### src/rtl/tff_counter_n_if.sv
// Bus bundle for tff_counter_n: the controller drives enable, direction and load,
// and the counter returns its value and flags.
interface tff_counter_n_if #(
    parameter int unsigned WIDTH = 4
) ();

    logic             en;
    logic             up;
    logic             load;
    logic [WIDTH-1:0] din;
    logic [WIDTH-1:0] q;
    logic             tc;
    logic             ovf;

    modport master (
        output en,
        output up,
        output load,
        output din,
        input  q,
        input  tc,
        input  ovf
    );

    modport slave (
        input  en,
        input  up,
        input  load,
        input  din,
        output q,
        output tc,
        output ovf
    );

endinterface : tff_counter_n_if

### src/rtl/tff_counter_n.sv
// WIDTH-bit up/down counter built from a chain of T-type stages.
// The natural T chain gives q+1 / q-1 everywhere except at the range ends.
// At the range ends the next value is overridden by the wrap or saturate rule.
// Loads are clamped to MAX_VAL, and ovf latches every boundary crossing until the
// next load or reset. tc is combinational so that tc can drive a cascaded stage's
// en with no extra latency.
module tff_counter_n #(
    parameter int unsigned WIDTH    = 4,
    parameter int unsigned MAX_VAL  = (1 << WIDTH) - 1,
    parameter int unsigned SATURATE = 0
) (
    input  logic             clk,
    input  logic             rst,
    tff_counter_n_if.slave   bus
);

    localparam longint unsigned SPAN  = 64'd1 << WIDTH;
    localparam logic [WIDTH-1:0] MAX_Q = WIDTH'(MAX_VAL);
    localparam logic [WIDTH-1:0] ZERO_Q = {WIDTH{1'b0}};

    // A zero modulus or one that does not fit in WIDTH bits cannot be built.
    generate
        if ((WIDTH == 0) || (MAX_VAL == 0) || (64'(MAX_VAL) >= SPAN)) begin : g_bad_cfg
            $error("tff_counter_n: MAX_VAL=%0d is out of range for WIDTH=%0d", MAX_VAL, WIDTH);
        end
    endgenerate

    logic [WIDTH-1:0] q_q;
    logic [WIDTH-1:0] q_d;
    logic             ovf_q;
    logic             ovf_d;
    logic [WIDTH-1:0] t_s;
    logic             up_chain_s;
    logic             dn_chain_s;
    logic             at_max_s;
    logic             at_zero_s;
    logic [WIDTH-1:0] load_val_s;

    assign at_max_s   = (q_q == MAX_Q);
    assign at_zero_s  = (q_q == ZERO_Q);
    assign load_val_s = (bus.din > MAX_Q) ? MAX_Q : bus.din;

    // T inputs: a stage toggles when every lower stage is 1 (up) or 0 (down).
    always_comb begin
        t_s        = {WIDTH{1'b0}};
        up_chain_s = 1'b1;
        dn_chain_s = 1'b1;
        for (int i = 0; i < int'(WIDTH); i++) begin
            t_s[i]     = bus.en & (bus.up ? up_chain_s : dn_chain_s);
            up_chain_s = up_chain_s & q_q[i];
            dn_chain_s = dn_chain_s & ~q_q[i];
        end
    end

    // Next state: load beats enable; boundary steps override the T chain.
    always_comb begin
        q_d   = q_q;
        ovf_d = ovf_q;
        if (bus.load) begin
            q_d   = load_val_s;
            ovf_d = 1'b0;
        end else if (bus.en) begin
            if (bus.up) begin
                if (at_max_s) begin
                    q_d   = (SATURATE != 0) ? q_q : ZERO_Q;
                    ovf_d = 1'b1;
                end else begin
                    q_d   = q_q ^ t_s;
                    ovf_d = ovf_q;
                end
            end else begin
                if (at_zero_s) begin
                    q_d   = (SATURATE != 0) ? q_q : MAX_Q;
                    ovf_d = 1'b1;
                end else begin
                    q_d   = q_q ^ t_s;
                    ovf_d = ovf_q;
                end
            end
        end else begin
            q_d   = q_q;
            ovf_d = ovf_q;
        end
    end

    // State register with asynchronous active-low clear.
    always_ff @(posedge clk or negedge rst) begin
        if (!rst) begin
            q_q   <= ZERO_Q;
            ovf_q <= 1'b0;
        end else begin
            q_q   <= q_d;
            ovf_q <= ovf_d;
        end
    end

    assign bus.q   = q_q;
    assign bus.ovf = ovf_q;
    assign bus.tc  = bus.en & ~bus.load & (bus.up ? at_max_s : at_zero_s);

endmodule : tff_counter_n

### src/flat_wrapper.sv
// flat-port wrapper written by rule: the top's interface ports become plain ports
module tff_counter_n_flat 
#(
    parameter int unsigned WIDTH    = 4,
    parameter int unsigned MAX_VAL  = (1 << WIDTH) - 1,
    parameter int unsigned SATURATE = 0
)
  (clk, rst, bus_en, bus_up, bus_load, bus_din, bus_q, bus_tc, bus_ovf);
  tff_counter_n_if #(.WIDTH(WIDTH)) bus_i ();
  input  logic clk;
  input  logic rst;
  input wire logic [$bits(bus_i.en)-1:0] bus_en;
  input wire logic [$bits(bus_i.up)-1:0] bus_up;
  input wire logic [$bits(bus_i.load)-1:0] bus_load;
  input wire logic [$bits(bus_i.din)-1:0] bus_din;
  output wire logic [$bits(bus_i.q)-1:0] bus_q;
  output wire logic [$bits(bus_i.tc)-1:0] bus_tc;
  output wire logic [$bits(bus_i.ovf)-1:0] bus_ovf;
  assign bus_i.en = bus_en;
  assign bus_i.up = bus_up;
  assign bus_i.load = bus_load;
  assign bus_i.din = bus_din;
  assign bus_q = bus_i.q;
  assign bus_tc = bus_i.tc;
  assign bus_ovf = bus_i.ovf;
  tff_counter_n #(.WIDTH(WIDTH), .MAX_VAL(MAX_VAL), .SATURATE(SATURATE)) u_core (.clk(clk), .rst(rst), .bus(bus_i));
endmodule
### config.mk
export PLATFORM = sky130hd
export DESIGN_NAME = tff_counter_n_flat
export DESIGN_NICKNAME = d
export VERILOG_FILES = /design/src/rtl/tff_counter_n_if.sv /design/src/rtl/tff_counter_n.sv /design/src/flat_wrapper.sv
export SDC_FILE = /design/constraint.sdc
export NUM_CORES = 1
export LEC_CHECK = 0
export BUFFER_PORTS_ARGS = -buffer_cell sky130_fd_sc_hd__buf_4
export CORE_AREA = 8 8 45 47
export DETAILED_ROUTE_END_ITERATION = 7
export DIE_AREA = 0 0 53 55
export PLACE_DENSITY_LB_ADDON = 0.12
export SLEW_MARGIN = 20
export SYNTH_ARGS = -nofsm -noshare
export SYNTH_HDL_FRONTEND = slang
export SYNTH_SLANG_ARGS = --single-unit
### constraint.sdc
create_clock -name clk -period 1.29 [get_ports clk]
set_clock_uncertainty 0.05 [all_clocks]
set_input_delay 0.258 -clock clk [delete_from_list [all_inputs] [get_ports clk]]
set_output_delay 0.258 -clock clk [all_outputs]
set_load 0.005 [all_outputs]
# == Yosys cells after proc, flatten, opt, wreduce, memory -nomap -nowiden ==
# Index checks and enable logic that the tools add are counted.
# classes
magnitude_cmp,1
bitwise,14
muxes,15
n_reduce_logical,4
eq_ne,2
# op_table
cell,count
$mux 4,6
$and 1x1->1,9
$mux 1,9
$eq 4x4->1 const B,1
$gt 4x4->1 const B,1
$logic_not 4->1,1
$not 1->1,4
$xor 4x4->4,1
$ne 3x1->1 const B,1
$reduce_and 3->1,1
$reduce_bool 3->1,1
$reduce_bool 2->1,1
# totals
output_inout_bits,6
inputBits,9
regBits,5
wordCells,38

# == Logic depth before layout (Yosys ltp) ==
# Gate-level depths: netlist of the first run.
# depth
depth_word,10
mapped_depth,4
mapped_depth_nobuf,3

# == Worst setup path before layout of the first run ==
# OpenSTA, ideal clock, no wires.
# synth_path
path_kind,register -> output
start,"register u_core.q_q[0], in the netlist u_core.bus.q[0]"
end,output port bus_tc
path_stages_with_launch,4
arrival_ns,1.076
required_time_ns,0.982
n_path_buf,0
slack_ns,-0.094
cell_sequence,dfrtp_1 -> nor4_1 -> mux2i_1 -> nor2_1
# synth_between
elab_chain_len,3
word_cells_on_any_way,4
classes_between,eq/ne (1); mux (1); bitwise (1); reduce/logical (1)
# synth_lines
element,line_no,source
"start, declared",tff_counter_n.sv:28,logic [WIDTH-1:0] q_q;
"start signal, assigned",tff_counter_n.sv:92,q_q <= q_d;
$eq 4x4->1 or $logic_not 4->1 (tied branches),"tff_counter_n.sv:39, tff_counter_n.sv:40",
$mux 1 *,tff_counter_n.sv:99,assign bus.tc = bus.en & ~bus.load & (bus.up ? at_max_s : at_zero_s);
$and 1x1->1 *,tff_counter_n.sv:99,
"end, declared",flat_wrapper.sv:17,output wire logic [$bits(bus_i.tc)-1:0] bus_tc;
# Mark *: on every way between the ends. The rest lies on a longest branch, timed or not.

# == Worst setup path after layout of the first run ==
# layout_path
start,"register u_core.q_q[1], in the netlist u_core.bus.q[1]"
end,output port bus_tc
# Same word-level chain as after synthesis.

==> impl_results.md, run 1 <==
* NetSw at 0.1546 mW
* Ports at 15
* Routed WL per cell at 12.49 µm
* Nets@finish at 70
* Pre-antenna DRT Iters at 2
* Critical path's top delay family: simple AND/OR/NAND/NOR gates
* FP Rows at 14
* Area growth syn-to-layout at 72.48%
* DP Worst Slack at -65.71 ps
* Mapped Cells at 36
* Actual slew at the worst max-slew pin at 241.5 ps
* CP Capture Type: output pin
* Yosys warns at 0
* Syn_nets at 45
* Vias per std cell at 4.789
* Rel. slew slack at 83.64%
* DP Wirelength at 731 µm
* Gate power share at 32.8%
* Final hold slack at 181.5 ps
* Sequential power share at 35.2%
* Total global routing overflow at 0
* Crit Path Max Fanout at 3
* WP buf/inv at 1
* Vias in the first global route at 389
* Iter 0 DRT Violations at 2
* Clock-pin slew on the worst setup and hold paths at 40 ps
* Most frequent cells in the layout: 19 x buf_4, 4 x dfrtp_1, 3 x nor2_1, 3 x nand2_1, 3 x clkbuf_4
* Min-delay worst type: in -> reg
* Multi-input gate area at 212.7 µm²
* Max VDD drop at 0.3809 mV
* Clock power share at 32.0%
* Final critical-path required period at 1591 ps
* Power per cell area at 1003 nW/µm²
* Die area at 2915 µm²
* Status: finished with violations
* Ant. Diodes at 0
* # fillers at 137
* Total power at 0.5587 mW
* GR Util All Layers at 7.014%
* Crit-path cells: nor4_2 > mux2i_1 > nor2_1 > buf_4
* Final wirelength at 949 µm
* Crit path kind: reg -> out
* Root Buffer: clkbuf_4
* Final Cycle Share at 123.3%
* Crit-path slowest cell: dfrtp_1
* Worst Setup Start Kind: flop
* Horiz. Die Dim at 53 µm
* Detail Route Antenna Nets at 0
* H-Tree Depth at 1
* Fmax at 628.6 MHz
* First-pass GRT wire length at 1531 µm
* Clock Latency Late Sink at 240 ps
* Max clock buf depth at 2
* Routability cong. at 0.6723
* CTS Sinks at 5
* TritonCTS Buffers at 3
* Layout cells sized above 1 at 50.00%
* Synth Cell Area at 322.8 µm²
* WP data arrival at 1280 ps
* Synth Area per Inst at 8.967 µm²
* CP required at 980 ps
* Initial antenna violation count at 0
* Final core utilization at 40.24%
* Core Footprint at 1384 µm²
* Final setup viols at 2
* Via count at 364
* Residual DRC at 0
* Reg area at 126.4 µm²
* CTS tree: done
* Final Slew Violations at 0
* Starting density of the core at 23.33%
* Failing checks: negative setup slack
* Port bufs at 14
* Register area share after synthesis at 38.76%
* Switch share at 27.68%
* RSZ-0062 raised after global routing: true
* Cell Int Power at 0.4041 mW
* Leakage at 0.2550 nW
* Slowest stage delay, CP at 390 ps
* Post-synth cell types at 20
* Max-cap violations at 0
* Largest net degree at the start of global routing at 15
* Yosys reg bits at 5
* Commonest non-fill, non-tap cell in the layout: buf_4
* Final WS setup at -300.8 ps
* Die Ht at 55 µm
* Final hold viol count at 0
-- layout make-up --
class | count | area share, %
Multi-Input combinational cell | 28 | 38.20
Timing Repair Buffer | 21 | 29.44
Sequential cell | 5 | 22.70
Clock buffer | 4 | 4.719
Tap cell | 16 | 3.596
Inverter | 2 | 1.348
-- logic make-up (layout without fill, tap and decap cells) --
| group | count (synthesis) | in the layout | share of synthesized area [%] |
|---|---|---|---|
| multiplexers | 1 | 1 | 3.101 |
| XOR/XNOR | 2 | 2 | 5.427 |
| AO/OA/AOI/OAI | 7 | 7 | 13.57 |
| buffers and inverters | 3 | 27 | 4.653 |
| flip-flops | 5 | 5 | 38.76 |
| AND/OR/NAND/NOR | 18 | 18 | 34.49 |
-- worst register-to-register path, stage by stage, from the launching register on --
cell and delay [ps]:
dfrtp_1 390, and4_4 200, or4b_4 510, nand3_2 60
-- metrics by stage --
stage	cells	instance area, µm²	setup TNS (ps)
CTS	75	528.0	-320.5
finish	76	556.8	-341.7
floorplan	36	330.3	0
global placement	70	485.5	-69.65
detailed placement	70	485.5	-108.3
global route	76	556.8	-532.4
-- flip-flops by register name (all words and copies together), names as in the netlist --
signal / count
u_core.bus.ovf: 1
u_core.bus.q: 4
-- synth_stat cells --
cell | instances | share of area (%)
a211o_1 | 1 | 2.7
a21oi_1 | 1 | 1.5
and4_2 | 1 | 3.1
and4_4 | 1 | 3.5
buf_4 | 1 | 2.3
dfrtp_1 | 5 | 39
inv_1 | 2 | 2.3
mux2i_1 | 1 | 3.1
nand2_1 | 3 | 3.5
nand2b_1 | 2 | 3.9
nand3_1 | 3 | 4.6
nor2_1 | 3 | 3.5
nor3b_1 | 2 | 4.6
nor4_1 | 1 | 1.9
nor4b_1 | 1 | 2.7
o21ai_0 | 3 | 4.6
o22ai_1 | 1 | 1.9
o311ai_0 | 1 | 2.7
or4b_1 | 1 | 3.1
xnor2_1 | 2 | 5.4
-- per-layer routing --
layer | up-vias | part of all wire, % | global-route usage [%]
met5 | - | 0 | 0
met1 | 170 | 39 | 7.044
met4 | 0 | 0 | 5.172
li1 | 181 | - | -
met3 | 0 | 11 | 2.674
met2 | 13 | 50 | 11.72
-- power by group through the flow --
stage | clock (mW) | sequential, mW | combinational [mW]
floorplan | 0 | 0.206 | 0.0572
global placement | 0 | 0.199 | 0.155
detailed placement | 0 | 0.199 | 0.158
CTS | 0.188 | 0.197 | 0.164
global route | 0.196 | 0.200 | 0.202
finish | 0.179 | 0.197 | 0.183
-- final timing paths --
path / start / end / slack [ps] / depth (start not counted)
setup / recovery: u_core.bus.q[1]$_DFFE_PN0P_ / bus_tc / -300 / 4
hold / removal: bus_din[0] / u_core.bus.q[0]$_DFFE_PN0P_ / 180 / 3
setup reg to reg: u_core.bus.q[2]$_DFFE_PN0P_ / u_core.bus.q[3]$_DFFE_PN0P_ / 20 / 3
hold reg to reg: u_core.bus.ovf$_DFFE_PN0P_ / u_core.bus.ovf$_DFFE_PN0P_ / 490 / 2
max in group asynchronous: rst / u_core.bus.q[0]$_DFFE_PN0P_ / 750 / 2
min in group asynchronous: rst / u_core.bus.ovf$_DFFE_PN0P_ / 310 / 2
-- repair_timing --
| item | in CTS | in global routing |
|---|---|---|
| setup endpoints to repair | 2 | 3 |
| gates resized for setup | 1 | 6 |
| endpoints found under the hold margin | 5 | 0 |
| setup buffers | 0 | 1 |
| hold buffers | 1 | 0 |
No activity file was read; power rests on OpenSTA's default activity.
==> run 2: changes to the inputs <==
==> constraint.sdc (replaced) <==
create_clock -name clk -period 1.6 [get_ports clk]
set_clock_uncertainty 0.05 [all_clocks]
set_input_delay 0.32 -clock clk [delete_from_list [all_inputs] [get_ports clk]]
set_output_delay 0.32 -clock clk [all_outputs]
set_load 0.005 [all_outputs]
==> run 2 against run 1 <==
The run still ends with negative setup slack left; sequential cell count unchanged; cell area down 2.0%; register-to-register slack better by 50 ps; routed wire length up 6.7%; die area unchanged; critical path depth up 1; utilization down 0.81 points; combinational power down 23%; setup slack better by 220 ps; global-route usage up 0.93 points; critical path type unchanged; critical endpoint unchanged.
==> impl_results.md, run 2 (synthesis gave the netlist of run 1 again) <==
* Area growth syn-to-layout at 68.99%
* Final WS setup at -81.79 ps (+219.0 ps)
* Vias in the first global route at 351 (-9.8%)
* Detail Route Antenna Nets at 0 (unchanged)
* Horiz. Die Dim at 53 µm (unchanged)
* First-pass GRT wire length at 1642 µm (+7.3%)
* Root Buffer: clkbuf_4
* Total global routing overflow at 0 (unchanged)
* Final hold viol count at 0 (unchanged)
* H-Tree Depth at 1 (unchanged)
* Power per cell area at 846.9 nW/µm² (-16%)
* Worst Setup Start Kind: flop
* Ant. Diodes at 0 (unchanged)
* DP Wirelength at 748.1 µm (+2.3%)
* CP required at 1230 ps (+250 ps)
* Starting density of the core at 23.33% (unchanged)
* Die area at 2915 µm² (unchanged)
* RSZ-0062 raised after global routing: true
* TritonCTS Buffers at 3 (unchanged)
* Final hold slack at 229.3 ps (+47.79 ps)
* GR Util All Layers at 7.941% (+0.93 points)
* Crit-path slowest cell: dfrtp_1
* Fmax at 594.6 MHz
* Final core utilization at 39.42% (-0.81 points)
* Crit Path Max Fanout at 6 (+3)
* Final critical-path required period at 1682 ps
* Rel. slew slack at 72.56% (-11 points)
* Max clock buf depth at 2 (unchanged)
* Clock-pin slew on the worst setup and hold paths at 50 ps (about the same)
* Critical path's top delay family: flip-flops
* Min-delay worst type: in -> reg
* Final setup viols at 1 (-1)
* FP Rows at 14 (unchanged)
* CTS Sinks at 5 (unchanged)
* Initial antenna violation count at 0 (unchanged)
* Die Ht at 55 µm (unchanged)
* Nets@finish at 69 (-1.4%)
* Max VDD drop at 0.4466 mV (+17%)
* Final wirelength at 1013 µm (+6.7%)
* Crit-path cells: buf_4 > and4_4 > mux2i_4 > nor2_1 > buf_4
* Clock Latency Late Sink at 250 ps (about the same)
* Final Slew Violations at 0 (unchanged)
* Total power at 0.4620 mW (-17%)
* Actual slew at the worst max-slew pin at 406.4 ps (+164.9 ps)
* Routed WL per cell at 13.51 µm (+8.2%)
* CTS tree: done
* Via count at 357 (-1.9%)
* # fillers at 142 (+3.6%)
* WP buf/inv at 2 (+1)
* Ports at 15 (unchanged)
* Status: finished with violations
* CP most frequent cell: buf_4
* Port bufs at 14 (unchanged)
* Residual DRC at 0 (unchanged)
* Commonest non-fill, non-tap cell in the layout: buf_4
* Final Cycle Share at 105.1%
* Failing checks: negative setup slack
* DP Worst Slack at 41.98 ps (+107.7 ps)
* Crit path kind: reg -> out
* Leakage at 0.2383 nW (-6.5%)
* Pre-antenna DRT Iters at 1 (-1)
* WP data arrival at 1310 ps (+30 ps)
* Max-cap violations at 0 (unchanged)
* Most frequent cells in the layout: 18 x buf_4, 5 x dfrtp_1
* Core Footprint at 1384 µm² (unchanged)
* Slowest stage delay, CP at 380 ps (about the same)
* Max reg flops at 4 (unchanged)
* Vias per std cell at 4.760 (-0.62%)
* CP Capture Type: output pin
* Largest net degree at the start of global routing at 15 (unchanged)
* Routability cong. at 0.7045 (+4.8%)
* Iter 0 DRT Violations at 0 (-2)
* Layout cells sized above 1 at 44.07% (-5.9 points)
-- run 2: where the power goes --
part	internal, mW	total (mW)	switching [mW]
combinational	0.0850	0.141	0.0556
sequential	0.142	0.164	0.0226
clock	0.0950	0.157	0.0620
total	0.322	0.462	0.140
-- run 2: area by class of cell --
cell class	instances	area [µm²]	area share (%)
Multi-Input combinational cell	28	210.2	38.53
Clock buffer	4	26.28	4.817
Inverter	2	7.507	1.376
Sequential cell	5	125.1	22.94
Timing Repair Buffer	20	156.4	28.67
Tap cell	16	20.02	3.670
-- run 2: what timing repair did --
item / CTS / global route
hold buffers: 1 / 0
hold endpoints to repair: 5 / 0
buffers inserted: 2 / 0
setup endpoints to repair: 1 / 1
pin swaps: 2 / 1
resized for setup: 2 / 3
-- run 2: worst min-delay path, delay by kind of cell --
family / cells / cell delay [ps]
compound gates: 1 / 60
buf+inv: 1 / 70
simple gates: 1 / 40
-- run 2: worst paths after layout --
| check | startpoint | endpoint | slack [ps] | cells past startpoint |
|---|---|---|---|---|
| max | u_core.bus.q[0]$_DFFE_PN0P_ | bus_tc | -80 | 5 |
| max reg2reg | u_core.bus.q[1]$_DFFE_PN0P_ | u_core.bus.q[2]$_DFFE_PN0P_ | 70 | 5 |
| max in group asynchronous | rst | u_core.bus.q[3]$_DFFE_PN0P_ | 1040 | 2 |
| min in group asynchronous | rst | u_core.bus.q[2]$_DFFE_PN0P_ | 350 | 2 |
| min | bus_din[0] | u_core.bus.q[0]$_DFFE_PN0P_ | 230 | 3 |
| min reg2reg | u_core.bus.ovf$_DFFE_PN0P_ | u_core.bus.ovf$_DFFE_PN0P_ | 480 | 2 |
-- run 2: routing by layer --
layer  share of wire (%)  vias to the layer above  track usage [%]  wire [µm]
met4                 3.4                        0            7.759         34
met5                   0                        -                0          0
li1                    -                      177                -          -
met1                  39                      163            7.645        395
met3                 9.4                        4            2.941         95
met2                  48                       13            12.89        488
-- run 2: through the flow --
stage | setup TNS (ps) | std cells | cell area, µm²
2_1_floorplan | 0 | 36 | 322.8
3_3_place_gp | 0 | 68 | 462.9
3_5_place_dp | 0 | 68 | 462.9
4_1_cts | -86.09 | 75 | 524.3
5_1_grt | -173.0 | 75 | 545.5
6_report | -81.79 | 75 | 545.5
